===== src/rtl/keypad_scanner.sv =====
// keypad_scanner
// Scans a 4x4 active-low matrix keypad one column at a time, debounces a
// detected key with an external debounce counter and reports each accepted
// press once as a one-cycle key_valid strobe carrying a hex key_code.
//
// Ports:
//   clk          system clock
//   reset        asynchronous, active-low reset
//   row[3:0]     keypad rows, active-low, asynchronous to clk
//   count_done   debounce window elapsed (level from debounce counter)
//   col[3:0]     keypad columns, one-hot active-low (registered)
//   reset_count  one-cycle pulse restarting the debounce counter (registered)
//   key_code     hex code of the last accepted key (registered, held)
//   key_valid    one-cycle strobe, new key_code accepted (registered)
//   key_held     high from acceptance until debounced release (registered)
module keypad_scanner #(
  parameter logic [15:0] SCAN_CYCLES = 16'd1000
) (
  input  logic       clk,
  input  logic       reset,
  input  logic [3:0] row,
  input  logic       count_done,
  output logic [3:0] col,
  output logic       reset_count,
  output logic [3:0] key_code,
  output logic       key_valid,
  output logic       key_held
);

  typedef enum logic [1:0] {
    S_SCAN       = 2'd0,
    S_DB_PRESS   = 2'd1,
    S_PRESSED    = 2'd2,
    S_DB_RELEASE = 2'd3
  } state_e;

  state_e      state_q, state_d;
  logic [1:0]  col_idx_q, col_idx_d;
  logic [1:0]  row_idx_q, row_idx_d;
  logic [15:0] dwell_q, dwell_d;
  logic        b_q, b_d;             // last seen level of the tracked row
  logic [1:0]  holdoff_q, holdoff_d; // cycles left during which count_done is stale
  logic [3:0]  col_q, col_d;
  logic        rc_q, rc_d;
  logic [3:0]  code_q, code_d;
  logic        valid_q, valid_d;
  logic        held_q, held_d;
  logic [3:0]  row_meta_q, row_sync_q;

  logic        b_s;
  logic        qual_s;

  // Hex value printed on the key at (row, column).
  function automatic logic [3:0] key_map(input logic [1:0] r, input logic [1:0] c);
    logic [3:0] v;
    case ({r, c})
      4'd0:    v = 4'h1;
      4'd1:    v = 4'h2;
      4'd2:    v = 4'h3;
      4'd3:    v = 4'hA;
      4'd4:    v = 4'h4;
      4'd5:    v = 4'h5;
      4'd6:    v = 4'h6;
      4'd7:    v = 4'hB;
      4'd8:    v = 4'h7;
      4'd9:    v = 4'h8;
      4'd10:   v = 4'h9;
      4'd11:   v = 4'hC;
      4'd12:   v = 4'hE;
      4'd13:   v = 4'h0;
      4'd14:   v = 4'hF;
      4'd15:   v = 4'hD;
      default: v = 4'h0;
    endcase
    return v;
  endfunction

  // Lowest-index row that is pulled low.
  function automatic logic [1:0] lowest_low(input logic [3:0] r);
    logic [1:0] idx;
    if (!r[0]) begin
      idx = 2'd0;
    end else if (!r[1]) begin
      idx = 2'd1;
    end else if (!r[2]) begin
      idx = 2'd2;
    end else begin
      idx = 2'd3;
    end
    return idx;
  endfunction

  assign b_s    = row_sync_q[row_idx_q];
  // count_done is only trusted once the counter has had time to clear it.
  assign qual_s = (holdoff_q == 2'd0) && count_done;

  // Two-flop synchronizer for the asynchronous row inputs.
  always_ff @(posedge clk or negedge reset) begin
    if (!reset) begin
      row_meta_q <= 4'b1111;
      row_sync_q <= 4'b1111;
    end else begin
      row_meta_q <= row;
      row_sync_q <= row_meta_q;
    end
  end

  // State and output registers.
  always_ff @(posedge clk or negedge reset) begin
    if (!reset) begin
      state_q   <= S_SCAN;
      col_idx_q <= 2'd0;
      row_idx_q <= 2'd0;
      dwell_q   <= 16'd0;
      b_q       <= 1'b1;
      holdoff_q <= 2'd0;
      col_q     <= 4'b1110;
      rc_q      <= 1'b0;
      code_q    <= 4'h0;
      valid_q   <= 1'b0;
      held_q    <= 1'b0;
    end else begin
      state_q   <= state_d;
      col_idx_q <= col_idx_d;
      row_idx_q <= row_idx_d;
      dwell_q   <= dwell_d;
      b_q       <= b_d;
      holdoff_q <= holdoff_d;
      col_q     <= col_d;
      rc_q      <= rc_d;
      code_q    <= code_d;
      valid_q   <= valid_d;
      held_q    <= held_d;
    end
  end

  // Next-state and next-output logic.
  always_comb begin
    state_d   = state_q;
    col_idx_d = col_idx_q;
    row_idx_d = row_idx_q;
    dwell_d   = dwell_q;
    b_d       = b_s;
    holdoff_d = (holdoff_q != 2'd0) ? (holdoff_q - 2'd1) : 2'd0;
    rc_d      = 1'b0;
    code_d    = code_q;
    valid_d   = 1'b0;
    held_d    = held_q;

    case (state_q)
      S_SCAN: begin
        b_d = 1'b1;
        if (dwell_q == (SCAN_CYCLES - 16'd1)) begin
          dwell_d = 16'd0;
          if (row_sync_q == 4'b1111) begin
            col_idx_d = col_idx_q + 2'd1;
          end else begin
            // The latched row reads low at this point; track from there.
            row_idx_d = lowest_low(row_sync_q);
            b_d       = 1'b0;
            rc_d      = 1'b1;
            holdoff_d = 2'd3;
            state_d   = S_DB_PRESS;
          end
        end else begin
          dwell_d = dwell_q + 16'd1;
        end
      end
      S_DB_PRESS: begin
        // An edge on the tracked row beats a simultaneous count_done.
        if (b_s != b_q) begin
          rc_d      = 1'b1;
          holdoff_d = 2'd3;
        end else if (qual_s) begin
          if (!b_s) begin
            state_d = S_PRESSED;
            code_d  = key_map(row_idx_q, col_idx_q);
            valid_d = 1'b1;
            held_d  = 1'b1;
          end else begin
            state_d   = S_SCAN;
            col_idx_d = col_idx_q + 2'd1;
            dwell_d   = 16'd0;
          end
        end else begin
          state_d = S_DB_PRESS;
        end
      end
      S_PRESSED: begin
        if (b_s) begin
          rc_d      = 1'b1;
          holdoff_d = 2'd3;
          state_d   = S_DB_RELEASE;
        end else begin
          state_d = S_PRESSED;
        end
      end
      S_DB_RELEASE: begin
        if (b_s != b_q) begin
          rc_d      = 1'b1;
          holdoff_d = 2'd3;
        end else if (qual_s) begin
          if (b_s) begin
            state_d   = S_SCAN;
            held_d    = 1'b0;
            col_idx_d = col_idx_q + 2'd1;
            dwell_d   = 16'd0;
          end else begin
            state_d = S_PRESSED;
          end
        end else begin
          state_d = S_DB_RELEASE;
        end
      end
      default: begin
        state_d   = S_SCAN;
        col_idx_d = 2'd0;
        dwell_d   = 16'd0;
      end
    endcase

    col_d = ~(4'b0001 << col_idx_d);
  end

  assign col         = col_q;
  assign reset_count = rc_q;
  assign key_code    = code_q;
  assign key_valid   = valid_q;
  assign key_held    = held_q;

endmodule

===== config.mk =====
export PLATFORM = sky130hd
export DESIGN_NAME = keypad_scanner
export DESIGN_NICKNAME = d
export VERILOG_FILES = /design/src/rtl/keypad_scanner.sv
export SDC_FILE = /design/constraint.sdc
export NUM_CORES = 1
export LEC_CHECK = 0
export CORE_UTILIZATION = 25
export DETAILED_ROUTE_END_ITERATION = 10
export DONT_BUFFER_PORTS = 1
export PLACE_DENSITY = 0.35
export SYNTH_ARGS = -nofsm -noshare
export SYNTH_HDL_FRONTEND = slang
export SYNTH_SLANG_ARGS = --single-unit
export TNS_END_PERCENT = 50

===== constraint.sdc =====
create_clock -name clk -period 3.7 [get_ports clk]
set_clock_uncertainty 0.2 [all_clocks]
set_input_delay 0.555 -clock clk [delete_from_list [all_inputs] [get_ports clk]]
set_output_delay 0.555 -clock clk [all_outputs]
set_load 0.05 [all_outputs]

# Word-level counts from Yosys, hierarchy flattened
# Memories as Yosys holds them, arrays and structs flattened. A register that Yosys moved wholly into a read port is not among the register bits.
# Index checks and enable logic that the tools add are counted.
# W data, S select, Z words.
# totals
register_bits,40
mem_bits_ro,64
output_inout_bits,11
wordCells,102
n_memories,1
# mem_list
name,depth,width,read_ports,rd_ports_with_merged_regs,write_ports,line,rtl
(name not given),16,4,1,1,0,56,"case ({r, c})"
# op_classes
add_sub_neg,3
order_cmp,1
eq_ne,17
shifts,1
mux,50
bitwise,4
reduce_logical,13
# ops
cell,n
$mux W16,4
$mux W2,19
$pmux W16 S2,1
$mux W1,20
$ne A2 B2 Y1 const B,9
$add A16 B1 Y16 const B,1
$eq A16 B10 Y1 const B,1
$reduce_and A4 Y1,3
$pmux W2 S4,1
$reduce_and A7 Y1,1
$pmux W2 S3,1
$reduce_bool A2 Y1,3
$eq A2 B2 Y1 const B,2
$eq A4 B4 Y1 const B,1
$logic_not A2 Y1,2
$ne A2 B1 Y1 const B,2
$not A4 Y4,1
$pmux W2 S2,1
$shl A1 B2 Y4 const A,1
$lt A2 B3 Y1 const B,1
$not A1 Y1,3
$pmux W1 S3,1
$reduce_and A3 Y1,1
$add A2 B1 Y2 const B,1
8 further kinds,8

# Depth between registers and ports, before layout
# logic_depth
depth_word,8
depth_mapped,9

# Worst setup path before layout
# No wires, ideal clock.
# synth_path
path_type,reg2reg
start,reg row_idx_q[0]
end,reg dwell_q[11]
setup_time_ps,121
arrival_time_ps,2220
required_ps,3379
slack_ps,1159
stages_incl_launch_ff,10
n_path_buf,2
period_less_slack_ps,2541
cell_sequence,dfrtp_1 -> buf_6 -> mux4_2 -> inv_1 -> ha_1 -> inv_1 -> a31oi_4 -> buf_6 -> a31o_2 -> a22o_1
# synth_via
elab_chain_len,5
word_cells_on_any_way,6
classes_between,eq/ne: 3; mux: 2; reduce/logical: 1
# synth_rtl
element,line,rtl
"start, declared",39,"logic [1:0] row_idx_q, row_idx_d;"
"start signal, assigned",125,row_idx_q <= row_idx_d;
$bmux W1 S2 (*),93,assign b_s = row_sync_q[row_idx_q];
$mux W1 (implied by the code) (*),93,
$ne A1 B1 Y1,"171, 199",
$ne A2 B2 Y1 (no line),-,
$reduce_and A4 Y1 (no line) (*),-,
"end signal, assigned",126,dwell_q <= dwell_d;
"end, declared",40,"logic [15:0] dwell_q, dwell_d;"
# Every way passes the cells marked *; elsewhere a longest branch is shown, timed or not. The select of a mux whose other input is x is not followed.
# A chain may end at the register's enable or synchronous reset.

# Worst setup path in the final report
# layout_path
start,reg row_idx_q[0]
end,reg dwell_q[0]
# Same word-level chain as after synthesis.

==> metrics.md <==
| Metric | Value |
|---|---|
| CP delay by family, top | `multiplexers` |
| H-tree levels | `2` |
| CP cell instances | `mux4_2 > inv_1 > ha_1 > inv_1 > a31oi_4 > nor3_4 > mux2_2` |
| Multi-input gate area | `roughly 0.0011 mm²` |
| Fin nets | `228` |
| CP Data Arrival Time | `3.08 ns` |
| Worst-Skew Late Latency | `around 0.3 ns` |
| Cell Rows | `34` |
| Largest family of logic cells by synthesized area | `simple AND/OR/NAND/NOR gates` |
| Vias in the first global route | `1568` |
| Worst Reg2Reg Path Length in Cells | `7` |
| Fill cells | `898` |
| WHS Path Cells | `0` |
| Mapped Cells | `around 210` |
| Non-filler cells, final | `between 300 and 400` |
| Critical Path RT | `between 3 and 4 ns` |
| PostCTS Resize Cnt | `0` |
| CTS Buf Count | `5` |
| Cell Area, Synth | `0.00229 mm²` |
| Final WS setup | `0.661 ns` |
| Final Hold Slack | `0.0465 ns` |
| Placed Instances | `313` |
| Routed Wire Length | `5060 µm` |
| GRT Total Usage | `11.1%` |
| Failing checks | `design-rule violations` |
| Largest net degree at the start of global routing | `45` |
| First-pass GRT wire length | `8440 µm` |
| Library cells used by synthesis | `45` |
| Final RePlAce weighted congestion | `0.712` |
| Commonest cells in the netlist | `dfrtp_1, nand2_1, nor2_1, a22o_1, dfstp_2` |
| Antenna viol nets, final | `0` |
| Initial DRC Count | `46` |
| DIE AREA | `0.00956 mm²` |
| Kind of critical path | `register to register` |
| Post-CTS setup buffers | `0` |
| Yosys reg bits | `44` |
| Clk slew on worst S/H paths | `0.09 ns` |
| Max cap viols | `0` |
| Run status | `complete, but fails checks` |
| Initial antenna violation count | `0` |
| Slowest cell delay on critical path | `0.66 ns` |
| XOR/XNOR share of the synthesized area | `0.382%` |
| Crit share post-route | `82.1%` |
| Critical Path Source Type | `register` |
| Die height | `97.8 µm` |
| Synth top area share | `34.9%` |
| Maximum VDD drop | `0.211 mV` |
| Post-synthesis simple-gate area fraction | `18.9%` |
| Max-slew headroom | `approximately 62%` |
| Number of synthesized flops with an enable pin | `0` |
| Core area | `0.00881 mm²` |
| Power per cell area | `about 560 mW/mm²` |
| Post-synthesis compound-gate area fraction | `18.9%` |
| Io pins | `18` |
| Vias | `roughly 1600` |
| Share of post-route cells with drive strength above 1 | `~17%` |
| Peak fanout along the critical path | `14` |
| Mux cell area share after synthesis | `4.75%` |
| Hold Crit Class | `primary input to register` |
| Most common cell in the synthesized netlist | `dfrtp_1` |
| Leak pwr | `0.00103 µW` |
| Yosys top cell by area | `dfrtp_1` |
| Register area share after synthesis | `around half` |
| Final setup fails | `0` |
| Setup TNS | `0 ns` |
| Slew Limit Fails | `0` |
| Async set or reset register ratio after synthesis | `100%` |
| Total gr overflow | `0` |
| Root Buffer | `clkbuf_8` |
| Slew @ Worst Pin | `0.564 ns` |
| Register area | `0.00112 mm²` |
| Drt wl/cell | `between 15 and 20 µm` |
| Syn_area_per_cell | `10.7 µm²` |
| Critical-path top delay cell | `mux4_2` |
| Post-Synth Adder-Cell Area | `3.82%` |
| Residual DRC | `2` |
| CP Buf/Inv Count | `2` |
| Fin. Hold Viols | `0` |
| Chip Width | `97.8 µm` |
| DR vias/cell | `4.99` |
| Min Tclk post-route | `just over 3 ns` |
| Post-CTS Hold Fix Bufs | `2` |
| CTS Sinks | `44` |
| Yosys warns | `0` |
| Critical Path Stages | `7` |
| Setup slack, reg-to-reg | `0.66 ns` |
| RSZ-0062 raised after global routing | `false` |
| Starting density of the core | `26.0%` |
| Pre-CTS setup slack | `0.623 ns` |
| Dominant synthesized flop cell | `dfrtp_1` |
| IO Port Bufs | `0` |
| Peak Freq | `329 MHz` |
| Syn nets | `roughly 230` |
| Clock tree buffer depth | `2` |
| Number of detailed-route iterations in the first pass | `7` |
| Synth top area cells | `dfrtp_1, dfstp_2, a22o_1` |
| TritonCTS clock tree | `done` |
| Critical Path End Type | `register` |
| Antenna diodes | `0` |
| Worst path most repeated cell | `inv_1` |
| Hpwl dp | `3550 µm` |
| Layout area overhead | `10.1%` |
[cells by family after synthesis]
group / after synthesis
AOI/OAI and AO/OA: 54
and+or+nand+nor: 78
buffers and inverters: 21
muxes: 9
adders and majority gates: 7
xor gates and xnor gates: 1
DFF: 44
[final timing paths]
kind / start / end
setup / recovery: row_idx_q[0] / dwell_q[0]
hold / removal: row[1] / row_meta_q[1]
setup reg to reg: row_idx_q[0] / dwell_q[0]
hold reg to reg: row_meta_q[1] / row_sync_q[1]
max in group asynchronous: reset / row_sync_q[0]
min in group asynchronous: reset / key_code[1]
[routing by layer]
metal | vias to the layer above | part of all wire (%) | track usage (%)
li1 | 799 | - | -
met1 | 779 | 55 | 16.6
met2 | 28 | 40 | 15.5
met3 | 5 | 4.5 | 2.79
met4 | 0 | 1.3 | 3.85
met5 | - | 0 | 0
[flip-flops by register name, summed over array words and instances (netlist names), 4 cells and up]
| signal | count |
|---|---|
| dwell_q | 16 |
| col | 4 |
| key_code | 4 |
| row_meta_q | 4 |
| row_sync_q | 4 |
[through the flow]
stage / power [µW] / utilization [%] / area [µm²]
3_3_place_gp: 1030 / 26.9 / 2370
2_1_floorplan: 958 / - / 2290
4_1_cts: 1440 / 28.7 / 2530
3_5_place_dp: 1030 / 26.9 / 2370
6_report: 1420 / 28.7 / 2530
5_1_grt: 1500 / 28.7 / 2530
[placed cells by master (no fill, tap or decap), drive strengths merged, types with 6 or more instances in the layout]
cell type  netlist  final
o21ai            9      9
a22o            12     12
nand3           12     12
o31ai            6      6
ha               7      7
dfstp           12     12
a31o             9      9
inv              9      9
and4             6      6
nand4            7      7
nand2           18     18
nor2            16     16
dfrtp           32     32
[where the power goes]
group / switching [µW] / leakage (µW) / total, µW / internal [µW]
Combinational: 158 / 0.000431 / 270 / 112
Sequential: 195 / 0.000546 / 762 / 566
Clock: 181 / 0.0000583 / 385 / 204
Total: 535 / 0.00103 / 1420 / 882
[layout make-up]
| type | instances | area share [%] |
|---|---|---|
| clock buffers | 5 | 2.72 |
| repair buffers | 3 | 1.78 |
| multi-input cells | 149 | 42.4 |
| flip-flops and latches | 44 | 44.2 |
| inverters | 11 | 1.63 |
| well taps | 108 | 5.35 |
| clock inverters | 3 | 1.88 |
Power figures use the tool's default switching activity.
